## src/rtl/fixed_point_defs.sv

```systemverilog
// Shared fixed-point constants and control-state encoding for the squarer and
// the square-root unit that sits beside it in the arithmetic execution stage.
package fixed_point_defs;

  localparam int WIDTH = 32;
  localparam int SCALE = 17;
  localparam int CNT_W = $clog2(WIDTH);

  localparam logic [WIDTH-1:0] FP_ONE     = WIDTH'(1) << SCALE;
  localparam logic [WIDTH-1:0] FP_SAT_MAX = {1'b0, {(WIDTH-1){1'b1}}};

  typedef enum logic [1:0] {
    IDLE = 2'd0,
    CALC = 2'd1,
    DONE = 2'd2
  } state_t;

endpackage

```

## src/rtl/fixed_square_datapath.sv

```systemverilog
// Radix-2 shift-add multiplier core for the squarer: squares an unsigned
// magnitude one multiplier bit per step. Sequencing comes from the parent FSM.
module fixed_square_datapath
  import fixed_point_defs::*;
#(
  parameter int W = WIDTH
) (
  input  logic           clk,
  input  logic           rst_n,
  input  logic           load,
  input  logic           step,
  input  logic [W-1:0]   magnitude,
  output logic [2*W-1:0] product
);

  logic [2*W-1:0] multiplicand_p0;
  logic [W-1:0]   multiplier_p0;
  logic [2*W-1:0] acc_p0;

  // Load operands on accept, then one conditional add and shift per step
  always_ff @(posedge clk or negedge rst_n) begin
    if (!rst_n) begin
      multiplicand_p0 <= '0;
      multiplier_p0   <= '0;
      acc_p0          <= '0;
    end else if (load) begin
      multiplicand_p0 <= {{W{1'b0}}, magnitude};
      multiplier_p0   <= magnitude;
      acc_p0          <= '0;
    end else if (step) begin
      if (multiplier_p0[0]) begin
        acc_p0 <= acc_p0 + multiplicand_p0;
      end
      multiplicand_p0 <= multiplicand_p0 << 1;
      multiplier_p0   <= multiplier_p0 >> 1;
    end
  end

  assign product = acc_p0;

endmodule

```

## src/rtl/fixed_point_square.sv

```systemverilog
// Multi-cycle signed fixed-point squarer (Q(WIDTH-SCALE).SCALE in and out).
// Fixed latency of WIDTH shift-add steps; results above the positive range
// saturate. Build option: FIXED_SQUARE_ROUND_EN selects round-half-up instead
// of truncation when dropping the SCALE fractional bits.
module fixed_point_square
  import fixed_point_defs::*;
(
  input  logic                    Clock,
  input  logic                    Reset,
  input  logic signed [WIDTH-1:0] iOperand,
  input  logic                    iInputReady,
  output logic                    oBusy,
  output logic                    oOutputReady,
  output logic        [WIDTH-1:0] oResult,
  output logic                    oOverflow
);

  localparam logic [CNT_W-1:0] LAST_STEP = CNT_W'(WIDTH - 1);
`ifdef FIXED_SQUARE_ROUND_EN
  localparam logic [2*WIDTH:0] ROUND_HALF = (2*WIDTH+1)'(1) << (SCALE - 1);
`endif

  // Drop the fraction bits of the full product and clamp to the positive max.
  // Returns {overflow, result}; the extra top bit absorbs the rounding carry.
  function automatic logic [WIDTH:0] scale_sat(input logic [2*WIDTH-1:0] p);
    logic [2*WIDTH:0] sum;
    logic [2*WIDTH:0] r;
`ifdef FIXED_SQUARE_ROUND_EN
    sum = {1'b0, p} + ROUND_HALF;
`else
    sum = {1'b0, p};
`endif
    r = sum >> SCALE;
    if (|r[2*WIDTH:WIDTH-1]) begin
      scale_sat = {1'b1, FP_SAT_MAX};
    end else begin
      scale_sat = {1'b0, r[WIDTH-1:0]};
    end
  endfunction

  state_t             state;
  state_t             state_next;
  logic               load;
  logic               step;
  logic [CNT_W-1:0]   cnt;
  logic [WIDTH-1:0]   magnitude;
  logic [2*WIDTH-1:0] product;
  logic [WIDTH:0]     scaled;

  // The most negative operand maps to 2^(WIDTH-1), representable as unsigned
  assign magnitude = iOperand[WIDTH-1] ? $unsigned(-iOperand) : $unsigned(iOperand);
  assign oBusy     = (state != IDLE);
  assign scaled    = scale_sat(product);

  fixed_square_datapath #(
    .W(WIDTH)
  ) u_datapath (
    .clk      (Clock),
    .rst_n    (Reset),
    .load     (load),
    .step     (step),
    .magnitude(magnitude),
    .product  (product)
  );

  // State register
  always_ff @(posedge Clock or negedge Reset) begin
    if (!Reset) begin
      state <= IDLE;
    end else begin
      state <= state_next;
    end
  end

  // Next-state and datapath controls; requests outside IDLE are ignored
  always_comb begin
    state_next = state;
    load       = 1'b0;
    step       = 1'b0;
    case (state)
      IDLE: begin
        if (iInputReady) begin
          load       = 1'b1;
          state_next = CALC;
        end
      end
      CALC: begin
        step = 1'b1;
        if (cnt == LAST_STEP) begin
          state_next = DONE;
        end
      end
      DONE:    state_next = IDLE;
      default: state_next = IDLE;
    endcase
  end

  // Step counter: cleared on accept, advanced once per shift-add step
  always_ff @(posedge Clock or negedge Reset) begin
    if (!Reset) begin
      cnt <= '0;
    end else if (load) begin
      cnt <= '0;
    end else if (step) begin
      cnt <= cnt + 1'b1;
    end
  end

  // Result registers update only when leaving DONE; ready pulses for one cycle
  always_ff @(posedge Clock or negedge Reset) begin
    if (!Reset) begin
      oOutputReady <= 1'b0;
      oResult      <= '0;
      oOverflow    <= 1'b0;
    end else begin
      oOutputReady <= (state == DONE);
      if (state == DONE) begin
        {oOverflow, oResult} <= scaled;
      end
    end
  end

endmodule

```

## config.mk

```make
export PLATFORM = sky130hd
export DESIGN_NAME = fixed_point_square
export DESIGN_NICKNAME = d
export VERILOG_FILES = /design/src/rtl/fixed_point_defs.sv /design/src/rtl/fixed_square_datapath.sv /design/src/rtl/fixed_point_square.sv
export SDC_FILE = /design/constraint.sdc
export NUM_CORES = 1
export LEC_CHECK = 0
export CORE_MARGIN = 4
export CORE_UTILIZATION = 61
export DETAILED_ROUTE_END_ITERATION = 8
export PLACE_DENSITY = 0.83
export SYNTH_ARGS = -nofsm -noshare
export SYNTH_HDL_FRONTEND = slang
export SYNTH_SLANG_ARGS = --single-unit
```

## constraint.sdc

```tcl
create_clock -name Clock -period 3.4 [get_ports Clock]
set_input_delay 0.51 -clock Clock [delete_from_list [all_inputs] [get_ports Clock]]
set_output_delay 0.51 -clock Clock [all_outputs]
set_load 0.02 [all_outputs]
```

==> summary.txt <==
Layout
  • Filler cells: 1512
  • Final cell count without fillers: 1739
  • Syn-to-layout area delta: 14.42%
  • Diode count: 0
  • Most frequent cells in the layout: nand2_1 (312), dfrtp_1 (201), o21ai_0 (121)
  • Leading cell type in the layout, fill and taps excluded: nand2_1
  • Fraction of layout cells with a size suffix above 1: 6.377%
  • Final core utilization: around 71%
  • Final-stage net count: around 1600

Synthesis
  • Cell Area, Synth: 0.01211 mm^2
  • #FFs+latches synth: 201
  • Syn Area/Cell: 8.504 um^2
  • Synth Warn #: 0
  • Async set-reset flop share out of synthesis: 100.0%
  • Ranking of synthesized cells by area: dfrtp_1 (42%), nand2_1 (9.7%), ha_1 (6.8%)
  • Syn Inst Count: 1424
  • Post-synth EDFFs: 0
  • Synth cell types: 75
  • Synth area leader: dfrtp_1
  • Syn Nets: 1526
  • Top cell type's share of synthesized area: 41.54%
  • Sequential area share after synthesis: 41.54%
  • Top FF cell, synth: dfrtp_1

Global route
  • Grt total ovfl: 0
  • First-pass GRT wire length: ~52000 um
  • Vias in the first global route: 10320
  • Total track usage: approximately 28%
  • Largest net degree at the start of global routing: 87
  • Initial antenna violation count: 1

Pwr
  • Total Power: 14.99 mW
  • Cell Pwr Density: roughly 1100 mW/mm^2
  • Leak: 5.985 nW
  • Worst vdd ir: 855.5 uV

Placement
  • HPWL after DPL: between 20000 and 25000 um
  • Placed cell count: approximately 1700
  • GPL Wtd Cong: about 0.96
  • PortBufs: 69

Min path
  • WHS Path Cells: 1
  • Worst Hold Endpoint: cnt[3]
  • Hold Crit Start: cnt[3]
  • Hold crit path type: flop to flop

Floorplan
  • IO Pins: 70
  • DIE AREA: 0.02217 mm^2
  • Die X: 148.9 um
  • Core Box Area: 0.01946 mm^2
  • FP Rows: 51
  • Initial core utilization: 62.22%
  • Die Ht: 148.9 um

Route
  • Final wirelength: about 32000 um
  • Initial drt markers: 871
  • First-pass iteration count of the detailed router: 5
  • Antenna-violating nets left: 0
  • Vias post-DR: 10850
  • Drt wl/cell: between 15 and 20 um
  • Remaining DRCs: 0
  • Vias/cell: 6.240

Worst setup path
  • Arr. time, crit path: ~3600 ps
  • Slowest cell on crit path: fa_1
  • Setup CP Type: flop to flop
  • Reg2reg end: u_datapath.product[58]
  • Cell mode on critical path: o21ai_1
  • Reg2Reg Setup Slack: 230 ps
  • R2r worst-path depth: 11
  • CP peak stage delay: 430 ps
  • Buffers & Inverters on Critical Path: 0
  • Crit path max-delay family: compound AO/OA/AOI/OAI gates
  • Worst path required time: approximately 3800 ps
  • Critical-path cell list: ha_1 -> fa_1 -> a211oi_1 -> o21ai_1 -> a22oi_2 -> o21ai_1 -> a41o_1 -> a21boi_2 -> o21a_1 -> xnor2_1 -> o21ai_0
  • Reg-to-Reg Start: u_datapath.product[0]
  • Crit path max fanout: 4
  • Setup crit start kind: flop
  • Critical Path Sink Type: flop

Timing
  • Worst Max-Slew Pin Slew: around 770 ps
  • Final setup viols: 0
  • Min Clock Period, post-route: 3172 ps
  • Max Slew Vio Count: 0
  • Period utilization: 93.29%
  • Rel. slew slack: 48.36%
  • Worst Skew: 22.93 ps
  • Unrepaired setup endpoints after global routing: no
  • Accumulated negative setup slack: 0 ps
  • Final Hold Vio Count: 0
  • Max Clk Rate: 0.3153 GHz

Clocking
  • CTS hold repair buffers: 1
  • CTS tree: yes
  • Postcts setup bufs: 0
  • Clock Sinks: 201
  • Total CTS buffers: 23
  • Clock slew at reported path FFs: 60 ps
  • Cell chosen for the clock root: clkbuf_16
  • H-tree Lvls: 1
  • Post_cts resized: 0
  • Clock buffer depth: 3
  • Latest clock arrival within the worst-skew pair: 520 ps

Outcome
  • Status: complete, no violations

Job
  • Max_cap viols: 0
flip-flops by register name (all words and copies together), names as in the netlist:
signal	flops
u_datapath.multiplicand_p0	64
u_datapath.product	64
u_datapath.multiplier_p0	32
cnt	5
oOutputReady	1
oResult	32
oOverflow	1
state	2
per-stage QoR:
step | instance area [um^2] | hold slack [ps] | worst slack (ps)
5_1_grt | 13860 | 499.8 | 34.19
3_3_place_gp | 13070 | 458.8 | 288.1
2_1_floorplan | 12110 | 214.4 | 608.9
4_1_cts | 13860 | 483.8 | 269.2
3_5_place_dp | 13070 | 471.8 | 250.6
6_report | 13860 | 485.0 | 228.2
per-layer routing:
layer	global-route usage, %	share of wire [%]	wire, um	vias to the layer above
met1	42.49	46	14690	5277
met3	3.191	6.2	1952	59
met4	7.414	2.0	629	2
met5	0	0.022	7	-
met2	44.47	45	14420	353
li1	-	-	-	5161
synth_stat cells (all sizes together), types with 16 or more instances:
cell type	n
nor3	19
xor2	41
a31oi	58
clkbuf	73
inv	16
nand2	315
o21ai	145
nand4	27
a21o	26
nand3	16
xnor2	39
ha	66
a21oi	93
dfrtp	201
nor2	84
o22a	32
worst register-to-register path: stages (launching register included):
cell      delay, ps
dfrtp_1         390
ha_1            240
fa_1            430
a211oi_1        250
o21ai_1         170
a22oi_2         310
o21ai_1         180
a41o_1          340
a21boi_2        310
o21a_1          220
xnor2_1         130
o21ai_0          80
cell families (layout without fill, tap and decap cells):
logic type / count (synthesis) / after routing / share of synthesized area, %
simple gates: 524 / 524 / 18.82
xor+xnor: 80 / 80 / 5.786
mux: 4 / 4 / 0.3410
compound gates: 445 / 445 / 23.28
flops: 201 / 201 / 41.54
fa+ha+maj: 67 / 67 / 6.985
buf+inv: 103 / 153 / 3.255
report_power, final:
part	total [mW]	switching, mW	internal (mW)
logic	8.21	5.06	3.16
registers	4.23	0.837	3.39
clock network	2.54	1.02	1.52
worst max path at each step:
stage / start / depth (start not counted) / to
6_report: u_datapath.product[0] / 11 / u_datapath.product[58]
5_1_grt: u_datapath.product[0] / 11 / u_datapath.product[58]
4_1_cts: u_datapath.product[0] / 11 / u_datapath.product[40]
3_5_place_dp: iOperand[9] / 10 / u_datapath.multiplier_p0[28]
3_3_place_gp: iOperand[11] / 10 / u_datapath.multiplicand_p0[27]
2_1_floorplan: u_datapath.product[0] / 11 / u_datapath.product[40]
area by class of cell:
cell class | instances | area, um^2 | area share, %
Clock buffer | 30 | 661.9 | 4.777
Clock inverter | 10 | 117.6 | 0.8488
Inverter | 16 | 60.06 | 0.4334
Multi-Input combinational cell | 1120 | 6710 | 48.43
Sequential cell | 201 | 5030 | 36.30
Tap cell | 265 | 331.6 | 2.393
Timing Repair Buffer | 97 | 944.7 | 6.818
(Power assumes the default switching activity.)
